==> src/rtl/coin_return_dispenser_if.sv <==
// Hopper handshake: the dispenser offers one coin at a time and the hopper accepts it.
interface coin_return_dispenser_if;
    logic       o_coin_valid;
    logic [2:0] o_coin;
    logic       i_coin_ready;

    modport master (output o_coin_valid, output o_coin, input  i_coin_ready);
    modport slave  (input  o_coin_valid, input  o_coin, output i_coin_ready);
endinterface

==> src/rtl/coin_return_dispenser.sv <==
// Change return: splits an amount into coins (largest first) drawn from
// per-denomination stock, one coin per hopper handshake.
module coin_return_dispenser #(
    parameter int AMT_W      = 16,
    parameter int CNT_W      = 8,
    parameter int INIT_STOCK = 4
) (
    input  logic                      clk,
    input  logic                      reset,
    input  logic                      i_start,
    input  logic [AMT_W-1:0]          i_amount,
    input  logic [2:0]                i_refill,
    coin_return_dispenser_if.master   hop,
    output logic                      o_busy,
    output logic                      o_done,
    output logic                      o_error,
    output logic [AMT_W-1:0]          o_shortfall,
    output logic [CNT_W-1:0]          o_stock_100,
    output logic [CNT_W-1:0]          o_stock_500,
    output logic [CNT_W-1:0]          o_stock_1000
);

    localparam logic [1:0] IDLE  = 2'd0;
    localparam logic [1:0] CHECK = 2'd1;
    localparam logic [1:0] OFFER = 2'd2;
    localparam logic [1:0] DONE  = 2'd3;

    localparam logic [CNT_W-1:0] STOCK_MAX  = {CNT_W{1'b1}};
    localparam logic [CNT_W-1:0] STOCK_INIT = CNT_W'(INIT_STOCK);

    logic [1:0]       state;
    logic [AMT_W-1:0] remaining;
    logic [2:0]       coin_sel;
    logic [2:0]       pick;
    logic [AMT_W-1:0] coin_val;
    logic             handshake;
    logic [2:0]       disp;
    logic [2:0]       refill;
    logic             refill_ok;
    logic [CNT_W-1:0] stock_100, stock_500, stock_1000;

    // Saturating +1 / -1; a simultaneous add and remove cancel out.
    function automatic logic [CNT_W-1:0] step(input logic [CNT_W-1:0] cur,
                                              input logic add, input logic sub);
        if (add && !sub)
            return (cur == STOCK_MAX) ? cur : cur + 1'b1;
        else if (sub && !add)
            return cur - 1'b1;
        else
            return cur;
    endfunction

    // Largest coin that fits in remaining and is still in stock.
    always_comb begin
        pick = 3'b000;
        if (remaining >= AMT_W'(1000) && stock_1000 != '0)
            pick = 3'b100;
        else if (remaining >= AMT_W'(500) && stock_500 != '0)
            pick = 3'b010;
        else if (remaining >= AMT_W'(100) && stock_100 != '0)
            pick = 3'b001;
    end

    // Value of the coin currently on offer.
    always_comb begin
        coin_val = '0;
        case (coin_sel)
            3'b100:  coin_val = AMT_W'(1000);
            3'b010:  coin_val = AMT_W'(500);
            3'b001:  coin_val = AMT_W'(100);
            default: coin_val = '0;
        endcase
    end

    assign handshake = (state == OFFER) && hop.i_coin_ready;
    assign disp      = handshake ? coin_sel : 3'b000;
    // Multi-hot refill is illegal and dropped entirely.
    assign refill_ok = (i_refill == 3'b001) || (i_refill == 3'b010) || (i_refill == 3'b100);
    assign refill    = refill_ok ? i_refill : 3'b000;

    // Return sequencing: latch amount, pick coin, offer until accepted, report.
    always_ff @(posedge clk) begin
        if (reset) begin
            state       <= IDLE;
            remaining   <= '0;
            coin_sel    <= 3'b000;
            o_error     <= 1'b0;
            o_shortfall <= '0;
        end else begin
            case (state)
                IDLE: if (i_start) begin
                    remaining   <= i_amount;
                    o_error     <= 1'b0;
                    o_shortfall <= '0;
                    state       <= CHECK;
                end
                CHECK: if (pick != 3'b000) begin
                    coin_sel <= pick;
                    state    <= OFFER;
                end else begin
                    // Covers a clean zero finish and any sub-100 residue.
                    o_error     <= (remaining != '0);
                    o_shortfall <= remaining;
                    state       <= DONE;
                end
                OFFER: if (hop.i_coin_ready) begin
                    remaining <= remaining - coin_val;
                    state     <= CHECK;
                end
                default: state <= IDLE;
            endcase
        end
    end

    // Stock counters track refills and dispensed coins in every state.
    always_ff @(posedge clk) begin
        if (reset) begin
            stock_100  <= STOCK_INIT;
            stock_500  <= STOCK_INIT;
            stock_1000 <= STOCK_INIT;
        end else begin
            stock_100  <= step(stock_100,  refill[0], disp[0]);
            stock_500  <= step(stock_500,  refill[1], disp[1]);
            stock_1000 <= step(stock_1000, refill[2], disp[2]);
        end
    end

    assign hop.o_coin_valid = (state == OFFER);
    assign hop.o_coin       = (state == OFFER) ? coin_sel : 3'b000;
    assign o_busy           = (state != IDLE);
    assign o_done           = (state == DONE);
    assign o_stock_100      = stock_100;
    assign o_stock_500      = stock_500;
    assign o_stock_1000     = stock_1000;

endmodule

==> src/flat_wrapper.sv <==
// flat-port wrapper written by rule: the top's interface ports become plain ports
module coin_return_dispenser_flat 
#(
    parameter int AMT_W      = 16,
    parameter int CNT_W      = 8,
    parameter int INIT_STOCK = 4
)
  (clk, reset, i_start, i_amount, i_refill, o_busy, o_done, o_error, o_shortfall, o_stock_100, o_stock_500, o_stock_1000, hop_o_coin_valid, hop_o_coin, hop_i_coin_ready);
  coin_return_dispenser_if hop_i ();
  input  logic clk;
  input  logic reset;
  input  logic i_start;
  input  logic [AMT_W-1:0] i_amount;
  input  logic [2:0] i_refill;
  output logic o_busy;
  output logic o_done;
  output logic o_error;
  output logic [AMT_W-1:0] o_shortfall;
  output logic [CNT_W-1:0] o_stock_100;
  output logic [CNT_W-1:0] o_stock_500;
  output logic [CNT_W-1:0] o_stock_1000;
  output wire logic [$bits(hop_i.o_coin_valid)-1:0] hop_o_coin_valid;
  output wire logic [$bits(hop_i.o_coin)-1:0] hop_o_coin;
  input wire logic [$bits(hop_i.i_coin_ready)-1:0] hop_i_coin_ready;
  assign hop_o_coin_valid = hop_i.o_coin_valid;
  assign hop_o_coin = hop_i.o_coin;
  assign hop_i.i_coin_ready = hop_i_coin_ready;
  coin_return_dispenser #(.AMT_W(AMT_W), .CNT_W(CNT_W), .INIT_STOCK(INIT_STOCK)) u_core (.clk(clk), .reset(reset), .i_start(i_start), .i_amount(i_amount), .i_refill(i_refill), .hop(hop_i), .o_busy(o_busy), .o_done(o_done), .o_error(o_error), .o_shortfall(o_shortfall), .o_stock_100(o_stock_100), .o_stock_500(o_stock_500), .o_stock_1000(o_stock_1000));
endmodule
==> config.mk <==
export PLATFORM = sky130hd
export DESIGN_NAME = coin_return_dispenser_flat
export DESIGN_NICKNAME = d
export VERILOG_FILES = /design/src/rtl/coin_return_dispenser_if.sv /design/src/rtl/coin_return_dispenser.sv /design/src/flat_wrapper.sv
export SDC_FILE = /design/constraint.sdc
export NUM_CORES = 1
export LEC_CHECK = 0
export CAP_MARGIN = 20
export CORE_UTILIZATION = 48
export DETAILED_ROUTE_END_ITERATION = 12
export PLACE_DENSITY = 0.77
export SYNTH_ARGS = -nofsm -noshare
export SYNTH_HDL_FRONTEND = slang
export SYNTH_SLANG_ARGS = --single-unit
==> constraint.sdc <==
create_clock -name clk -period 3.1 [get_ports clk]
set_clock_uncertainty 0.2 [all_clocks]
set_input_delay 0.31 -clock clk [delete_from_list [all_inputs] [get_ports clk]]
set_output_delay 0.31 -clock clk [all_outputs]
set_load 0.1 [all_outputs]
==> results of run 1 <==
-- what timing repair did --
item                                    CTS  global route
gates resized for setup                   0             2
hold buffers                              0             0
endpoints found under the hold margin     0             0
endpoints found under the setup margin    0             2
-- per-stage QoR --
step           power, uW  setup TNS (ps)
5_1_grt             2840               0
2_1_floorplan       1700               0
3_3_place_gp        1990               0
4_1_cts             2690               0
3_5_place_dp        2020            -299
6_report            2700               0
-- worst register-to-register path, stage by stage (launching register included) --
cell and delay (ps):
dfxtp_1 370, or3b_2 520, nor2b_1 180, ha_2 270, buf_4 150, and3_1 160, a2111oi_1 450, buf_4 200
nand2_1 90, mux2i_1 170, o22ai_1 90
-- cell type report --
class / count / area share
Clock buffer: 9 / 0.0238
Clock inverter: 7 / 0.0108
Inverter: 18 / 0.0130
Multi-Input combinational cell: 401 / 0.506
Sequential cell: 62 / 0.239
Tap cell: 105 / 0.0253
Timing Repair Buffer: 114 / 0.182
-- placed cells by master, fill, tap and decap left out, types with 5 or more instances in the layout --
master / count
buf_4: 89
dfxtp_1: 62
nand2_1: 56
nor2_1: 44
a21oi_1: 30
nand3_1: 27
ha_1: 25
clkdlybuf4s50_1: 22
o21ai_0: 20
inv_1: 17
o21a_1: 17
a21o_1: 16
nand4_1: 13
nor2b_1: 11
a211oi_1: 11
mux2i_1: 11
xnor2_1: 10
nor3_1: 10
o21ai_1: 10
clkbuf_8: 9
nor4_1: 7
or3_1: 7
nand2b_1: 5
xor2_1: 5
-- flip-flops by register name, indices dropped and copies added, names as in the netlist --
name	cells
u_core.o_stock_500	8
u_core.o_error	1
u_core.remaining	16
u_core.o_stock_100	8
u_core.o_stock_1000	8
u_core.coin_sel	3
u_core.o_shortfall	16
u_core.state	2
-- layer usage --
metal,track usage,vias up
met5,0,-
met4,0.126,0
met3,0.0504,18
met2,0.450,130
met1,0.327,1953
li1,-,2042
-- report_power, final --
group          leakage [uW]  switching, uW  internal (uW)
clock             0.0000906            374            299
sequential         0.000506           79.1            848
combinational       0.00156            643            455
-- worst paths after layout --
check                               from                      to  slack (ps)
setup / recovery      u_core.coin_sel[2]    u_core.remaining[13]         120
hold / removal    u_core.o_shortfall[11]  u_core.o_shortfall[11]         260
setup reg to reg      u_core.coin_sel[2]    u_core.remaining[13]         120
hold reg to reg   u_core.o_shortfall[11]  u_core.o_shortfall[11]         260
-- logic make-up (layout without fill, tap and decap cells) --
logic type	Yosys count	after routing
AOI/OAI and AO/OA	140	140
xor gates and xnor gates	15	15
adders and majority gates	30	30
buffers and inverters	37	148
DFF	62	62
muxes	13	13
and+or+nand+nor	203	203
==> reports/metrics.cfg, run 1 <==
[yosys]
yosysTopAreaCellShare=0.309
synth_xor_area_frac=0.0327
synthTopCellsByCount=62 x dfxtp_1, 56 x nand2_1, 44 x nor2_1, 30 x a21oi_1, 27 x nand3_1
post-synth-top-count-cell=dfxtp_1
ys_types=55
yosys.area.top_type=dfxtp_1
synth_top_family_by_area=simple AND/OR/NAND/NOR gates
synth_edf_count=0
yosys-top-cells-area=dfxtp_1 31%, ha_1 8.1%, nand2_1 5.2%
async_flop_share=0
synth_mux_area_frac=0.0330
yosys_most_used_dff=dfxtp_1
syn-num-nets=553
syn-cell-area_sq_um=4020
synthAdderAreaFrac=0.101
synth-seq-area-share=0.309
yosys.area_share.simple=0.253
synth-seq-cells=62
synth_compound_area_frac=0.235
syn_avg_cell_area_sq_um=8.04
synthCells=500
yosys_warnings=0

[worst_setup_path]
crit_cells=10
worstPathArrival_ps=3000
critPathBufInv=2
r2r_cells=10
cp_slowest_cell=or3b_2
path_class=register to register
cpLargestDelayFamily=simple AND/OR/NAND/NOR gates
path_cells=or3b_2 -> nor2b_1 -> ha_2 -> buf_4 -> and3_1 -> a2111oi_1 -> buf_4 -> nand2_1 -> mux2i_1 -> o22ai_1
max_stage_delay_ps=520
cp-end-kind=register
cp_max_fo=6
cp_data_required_time_ps=3120
startpoint_type=register
crit_top_cell=buf_4

[sta]
fin_crit_sh=0.960
timing.fmax_mhz=336
worst_hold_slack_ps=263
fin_ws_ps=124
drv_slew=0
min_period_ps=2980
rsz0062_at_grt=false
max_slew_margin=0.544
setup_violations=0
worst_pin_slew_ps=676
hold_violations=0

[cells_and_area]
multi_input_area_sq_um=2630
final_util=0.636
ff_latch_area_sq_um=1240
area_delta_synth_final_pct=29.4
fin_area_sq_um=5200
final_nets=659
fin_cells=716
fill_cells=735
drive_gt1_frac=0.203
antennaDiodeCount=0

[die]
start_util=0.491
die_w_microns=93.5
die_h_microns=93.5
core_sq_um=8180
num_rows=33
die_area_sq_um=8740
ios=70

[placement]
io_buffers=69
dpl_cell_area_sq_um=5010
gp_congestion=0.878
placedCellCount=699
preCtsSetupSlack_ps=-128
post-dp-hpwl_mm=8.40

[clock_tree]
cts_made_buffers=9
cts_tree=built
cts_root_buf=clkbuf_8
clk_latency_ps=350
cts_sinks=62
cts.path.max_buffers=2
cts_setup_buffers=0
clkTransAtPathRegs_ps=80
cts_max_level=3

[detailed_routing]
drtIter0Drc=169
drc=0
drt_wl_total_mm=11.2
met3_length_microns=658
drt.antenna.violating_nets=0
maxUsedRoutingLayer=met4
drt-met1-wl_mm=4.97
wl_met2_mm=5.30
drt-pass1-iter-count=4
vias=4143
post_drt_wl_per_cell_microns=15.6
viasPerCell=5.79

[global_route]
grt_max_degree=35
overflow=0
grt_pass1_vias=3852
track_usage=0.267
grt_pass1_wl_mm=18.2
antenna_found_initial=0

[min_path]
hold_class=register to register
hold_depth=2

[power_and_ir_drop]
p_per_area_nw_per_um2=519
leakagePower_uw=0.00216
ir_worst_vdd_uv=226

[run]
maxCapViolations=0

[run_status]
outcome=finished, final reports clean

No activity file was read; power rests on OpenSTA's default activity.
==> run 2: changes to the inputs <==
--- a/config.mk
+++ b/config.mk
@@ -6,9 +6,11 @@
 export NUM_CORES = 1
 export LEC_CHECK = 0
 export CAP_MARGIN = 20
-export CORE_UTILIZATION = 48
+export CORE_UTILIZATION = 30
+export CTS_CLUSTER_SIZE = 16
 export DETAILED_ROUTE_END_ITERATION = 12
-export PLACE_DENSITY = 0.77
+export PLACE_DENSITY = 0.52
+export SKIP_CTS_REPAIR_TIMING = 1
 export SYNTH_ARGS = -nofsm -noshare
 export SYNTH_HDL_FRONTEND = slang
 export SYNTH_SLANG_ARGS = --single-unit
==> reports/metrics.cfg, run 2 (synthesized netlist as in run 1, its figures left out) <==
[run_status]
outcome=finished, final reports clean  ; unchanged

[run]
maxCapViolations=0  ; unchanged

[global_route]
antenna_found_initial=0  ; unchanged
grt_pass1_vias=3954  ; was 3,852
grt_util_met2=0.307  ; was 0.450
grt_util_met3=0.0499  ; was 0.0504
track_usage=0.181  ; was 0.267
overflow=0  ; unchanged
top_usage_layer=met2  ; unchanged
grt_max_degree=34  ; was 35
grt_pass1_wl_mm=19.8  ; was 18.2 mm
use_met1=0.219  ; was 0.327

[power_and_ir_drop]
ir_worst_vdd_uv=303  ; was 226 uV
p_per_area_nw_per_um2=572  ; was 519 nW/um^2
leakagePower_uw=0.00221  ; was 0.00216 uW

[worst_setup_path]
r2r_start=u_core.coin_sel[0]  ; was u_core.coin_sel[2]
r2r_cells=9  ; was 10
cp_max_fo=6  ; unchanged
r2r_end=u_core.remaining[14]  ; was u_core.remaining[13]
cp-endpoint=u_core.remaining[14]  ; was u_core.remaining[13]
startpoint_type=register  ; unchanged
r2r_setup_slack_ps=100  ; was 120 ps
startpoint=u_core.coin_sel[0]  ; was u_core.coin_sel[2]
worstPathArrival_ps=3060  ; was 3000 ps
cp_data_required_time_ps=3170  ; was 3120 ps
cp-end-kind=register  ; unchanged
path_class=register to register  ; unchanged

[die]
die_area_sq_um=13900  ; was 8740 sq um
start_util=0.313  ; was 0.491
die_h_microns=118  ; was 93.5 microns
num_rows=41  ; was 33
ios=70  ; unchanged
die_w_microns=118  ; was 93.5 microns
core_sq_um=12800  ; was 8180 sq um

[clock_tree]
cts_tree=built  ; unchanged
cts.path.max_buffers=2  ; unchanged
cts_max_level=3  ; unchanged
cts_root_buf=clkbuf_16  ; was clkbuf_8
cts_made_buffers=9  ; unchanged
clk_latency_ps=350  ; about the same
clkTransAtPathRegs_ps=60  ; was 80 ps
cts_sinks=62  ; unchanged

[detailed_routing]
vias=3975  ; was 4,143
post_drt_wl_per_cell_microns=15.4  ; was 15.6 microns
drtIter0Drc=179  ; was 169
drt.antenna.violating_nets=0  ; unchanged
drt-pass1-iter-count=4  ; unchanged
viasPerCell=5.08  ; was 5.79
drt_wl_total_mm=12.1  ; was 11.2 mm
drc=0  ; unchanged

[placement]
preCtsSetupSlack_ps=-128  ; about the same
dpl_cell_area_sq_um=5080  ; was 5010 sq um
gp_congestion=0.830  ; was 0.878
post-dp-hpwl_mm=9.04  ; was 8.40 mm
io_buffers=69  ; unchanged

[cells_and_area]
final_cell_mix=88 x buf_4, 62 x dfxtp_1, 56 x nand2_1  ; was 89 x buf_4, 62 x dfxtp_1, 56 x nand2_1
fin_area_sq_um=5410  ; was 5200 sq um
layout_commonest_cell=buf_4  ; unchanged
drive_gt1_frac=0.203  ; about the same
final_nets=658  ; was 659
top_regs=u_core.o_shortfall (16), u_core.remaining (16)  ; unchanged
area_delta_synth_final_pct=34.6  ; was 29.4%
antennaDiodeCount=0  ; unchanged

[sta]
fin_ws_ps=102  ; was 124 ps
rsz0062_at_grt=false  ; unchanged
min_period_ps=3000  ; was 2980 ps
timing.fmax_mhz=334  ; was 336 MHz
hold_violations=0  ; unchanged
worst_pin_slew_ps=617  ; was 676 ps
max_slew_margin=0.587  ; was 0.544
drv_slew=0  ; unchanged
fin_crit_sh=0.967  ; was 0.960
setup_violations=0  ; unchanged

[min_path]
hold_class=register to register  ; unchanged

run 2: worst min path at each step:
stage	from	cells after the start	end	slack [ps]
finish	u_core.o_shortfall[10]	2	u_core.o_shortfall[10]	260
global route	u_core.o_shortfall[10]	2	u_core.o_shortfall[10]	280
CTS	u_core.o_shortfall[10]	2	u_core.o_shortfall[10]	260
detailed placement	u_core.o_shortfall[10]	2	u_core.o_shortfall[10]	250
global placement	u_core.o_shortfall[7]	2	u_core.o_shortfall[7]	250
floorplan	i_amount[10]	2	u_core.remaining[10]	230
run 2: area by class of cell:
class                      instances  area [sq um]
inverter                          18          67.6
clock inverter                     7          81.3
fill                            1314          7420
clock buffer                       9           225
multi-input combinational        401          2640
timing repair buffer             113           941
sequential                        62          1240
tap                              172           215
run 2: critical path, stage by stage (launching register included):
cell and delay (ps):
dfxtp_1 360, or3b_2 510, nor2b_1 190, ha_1 340, o21a_1 120, o21a_1 170
or3_1 310, o31a_1 130, or4_1 480, o211ai_1 110
run 2: metal layers:
| layer | vias up | wire length, microns |
|---|---|---|
| met5 | - | 0 |
| met3 | 12 | 712 |
| met1 | 1831 | 5550 |
| met4 | 0 | 138 |
| met2 | 95 | 5650 |
| li1 | 2037 | - |
run 2: through the flow:
stage | total power [uW] | utilization | std cells | hold WS (ps) | TNS (ps)
final | 3100 | 0.422 | 782 | 255 | 0
after global routing | 3270 | 0.422 | 782 | 280 | 0
after floorplan | 1700 | - | 500 | 226 | 0
after CTS | 3110 | 0.420 | 781 | 260 | 0
after global placement | 2020 | 0.396 | 765 | 247 | -130
after detailed placement | 2040 | 0.396 | 765 | 251 | -421
run 2: power breakdown:
group          internal (uW)  switching, uW  total [uW]
Clock                    633            425        1060
Combinational            458            659        1120
Sequential               849           71.1         921
==> run 3: changes to the inputs <==
--- a/config.mk
+++ b/config.mk
@@ -5,12 +5,15 @@
 export SDC_FILE = /design/constraint.sdc
 export NUM_CORES = 1
 export LEC_CHECK = 0
+export ABC_AREA = 0
 export CAP_MARGIN = 20
 export CORE_UTILIZATION = 30
 export CTS_CLUSTER_SIZE = 16
 export DETAILED_ROUTE_END_ITERATION = 12
+export GPL_TIMING_DRIVEN = 1
 export PLACE_DENSITY = 0.52
 export SKIP_CTS_REPAIR_TIMING = 1
+export SLEW_MARGIN = 20
 export SYNTH_ARGS = -nofsm -noshare
 export SYNTH_HDL_FRONTEND = slang
 export SYNTH_SLANG_ARGS = --single-unit
==> reports/metrics.cfg, run 3 (synthesized netlist as in run 1, its figures left out) <==
[cells_and_area]
final_nets=657  ; was 658
antennaDiodeCount=0  ; unchanged
drive_gt1_frac=0.204  ; was 0.203
top_regs=u_core.o_shortfall (16), u_core.remaining (16)  ; unchanged
area_delta_synth_final_pct=34.5  ; was 34.6%
final_cell_mix=87 x buf_4, 62 x dfxtp_1, 56 x nand2_1  ; was 88 x buf_4, 62 x dfxtp_1, 56 x nand2_1
multi_input_area_sq_um=2640  ; about the same
fill_cells=1316  ; was 1,314
layout_commonest_cell=buf_4  ; unchanged
ff_latch_area_sq_um=1240  ; unchanged

[placement]
gp_congestion=0.830  ; unchanged
post-dp-hpwl_mm=9.04  ; unchanged
preCtsSetupSlack_ps=-128  ; unchanged
io_buffers=69  ; unchanged

[global_route]
grt_pass1_vias=3954  ; unchanged
grt_util_met2=0.307  ; unchanged
antenna_found_initial=0  ; unchanged
overflow=0  ; unchanged
grt_max_degree=34  ; unchanged
top_usage_layer=met2  ; unchanged
use_met1=0.219  ; unchanged
track_usage=0.181  ; unchanged
grt_util_met3=0.0499  ; unchanged
grt_pass1_wl_mm=19.8  ; unchanged

[power_and_ir_drop]
leakagePower_uw=0.00220  ; was 0.00221 uW
ir_worst_vdd_uv=303  ; about the same
p_per_area_nw_per_um2=572  ; about the same
total_power_uw=3090  ; was 3100 uW

[sta]
max_slew_margin=0.522  ; was 0.587
setup_violations=0  ; unchanged
rsz0062_at_grt=false  ; unchanged
min_period_ps=3000  ; about the same
timing.fmax_mhz=334  ; about the same
worst_hold_slack_ps=255  ; about the same
fin_ws_ps=103  ; was 102 ps
worst_pin_slew_ps=716  ; was 617 ps
drv_slew=0  ; unchanged
fin_crit_sh=0.967  ; about the same
hold_violations=0  ; unchanged

[worst_setup_path]
crit_top_cell=o21a_1  ; unchanged
r2r_start=u_core.coin_sel[0]  ; unchanged
cp_data_required_time_ps=3160  ; was 3170 ps
r2r_setup_slack_ps=100  ; about the same
r2r_end=u_core.remaining[14]  ; unchanged
path_cells=or3b_2 -> nor2b_1 -> ha_1 -> o21a_1 -> o21a_1 -> or3_1 -> o31a_1 -> or4_1 -> o211ai_1  ; unchanged
cpLargestDelayFamily=simple AND/OR/NAND/NOR gates  ; unchanged
path_class=register to register  ; unchanged
critPathBufInv=0  ; unchanged
cp_slowest_cell=or3b_2  ; unchanged
cp_max_fo=6  ; unchanged
startpoint_type=register  ; unchanged
worstPathArrival_ps=3060  ; about the same
cp-end-kind=register  ; unchanged
r2r_cells=9  ; unchanged
max_stage_delay_ps=510  ; about the same

[detailed_routing]
vias=3972  ; was 3,975
drt_wl_total_mm=12.0  ; was 12.1 mm
drtIter0Drc=194  ; was 179
drc=0  ; unchanged
post_drt_wl_per_cell_microns=15.4  ; about the same
drt-pass1-iter-count=4  ; unchanged
drt.antenna.violating_nets=0  ; unchanged
viasPerCell=5.09  ; was 5.08

[min_path]
hold_class=register to register  ; unchanged
hold_depth=2  ; unchanged
hp-start=u_core.o_shortfall[10]  ; unchanged
holdPathEnd=u_core.o_shortfall[10]  ; unchanged

[clock_tree]
cts_made_buffers=9  ; unchanged
cts_tree=built  ; unchanged
cts_root_buf=clkbuf_16  ; unchanged
clkTransAtPathRegs_ps=60  ; about the same
clk_latency_ps=350  ; about the same
cts_max_level=3  ; unchanged
cts_sinks=62  ; unchanged
cts.path.max_buffers=2  ; unchanged

[die]
start_util=0.313  ; unchanged
die_h_microns=118  ; unchanged
core_sq_um=12800  ; unchanged
ios=70  ; unchanged
die_w_microns=118  ; unchanged
die_area_sq_um=13900  ; unchanged
num_rows=41  ; unchanged

[run]
maxCapViolations=0  ; unchanged

[run_status]
outcome=finished, final reports clean  ; unchanged

## run 3: cell types whose count changed in the layout (fill, tap and decap cells not counted)
cell    previous run  this run
buf_4             88        87
nor2_1            44        43
nor2_2             0         1
## run 3: worst max-delay path by stage
| stage | endpoint | start | cells past startpoint | slack (ps) |
|---|---|---|---|---|
| global placement | u_core.o_stock_1000[7] | i_refill[2] | 11 | -70 |
| floorplan | u_core.remaining[14] | u_core.coin_sel[1] | 9 | 150 |
| detailed placement | u_core.o_stock_500[6] | hop_i_coin_ready | 12 | -130 |
| global route | u_core.o_stock_1000[7] | i_refill[2] | 11 | 10 |
| CTS | u_core.remaining[14] | u_core.coin_sel[0] | 9 | 80 |
| finish | u_core.remaining[14] | u_core.coin_sel[0] | 9 | 100 |
## run 3: power by group
part           total [uW]  internal (uW)  leakage (uW)  switching, uW
clock                1060            633      0.000147            422
combinational        1120            457       0.00155            658
sequential            921            849      0.000506           71.3
## run 3: layout make-up
cell class | instances | area share
Multi-Input combinational cell | 401 | 0.488
Sequential cell | 62 | 0.230
Timing Repair Buffer | 112 | 0.173
Clock buffer | 9 | 0.0417
Tap cell | 172 | 0.0398
Clock inverter | 7 | 0.0151
Inverter | 18 | 0.0125
## run 3: layer usage
metal  routed length, microns  part of all wire  up-vias
li1                         -                 -     2037
met1                     5570              0.46     1834
met2                     5670              0.47       91
met3                      647             0.054       10
met4                      125             0.010        0
met5                        0                 0        -
## run 3: per-stage QoR
step | setup TNS (ps) | util | area, sq um | instances
after floorplan | 0 | - | 4020 | 500
after detailed placement | -421 | 0.396 | 5080 | 765
final | 0 | 0.421 | 5400 | 781
after global routing | 0 | 0.421 | 5400 | 781
after CTS | 0 | 0.420 | 5390 | 781
after global placement | -130 | 0.396 | 5080 | 765
## run 3: worst register-to-register path: cells and delay by family, from the launching register on
family	cells	cell delay (ps)
AOI/OAI and AO/OA	4	530
and+or+nand+nor	4	1490
DFF	1	360
adders and majority gates	1	340
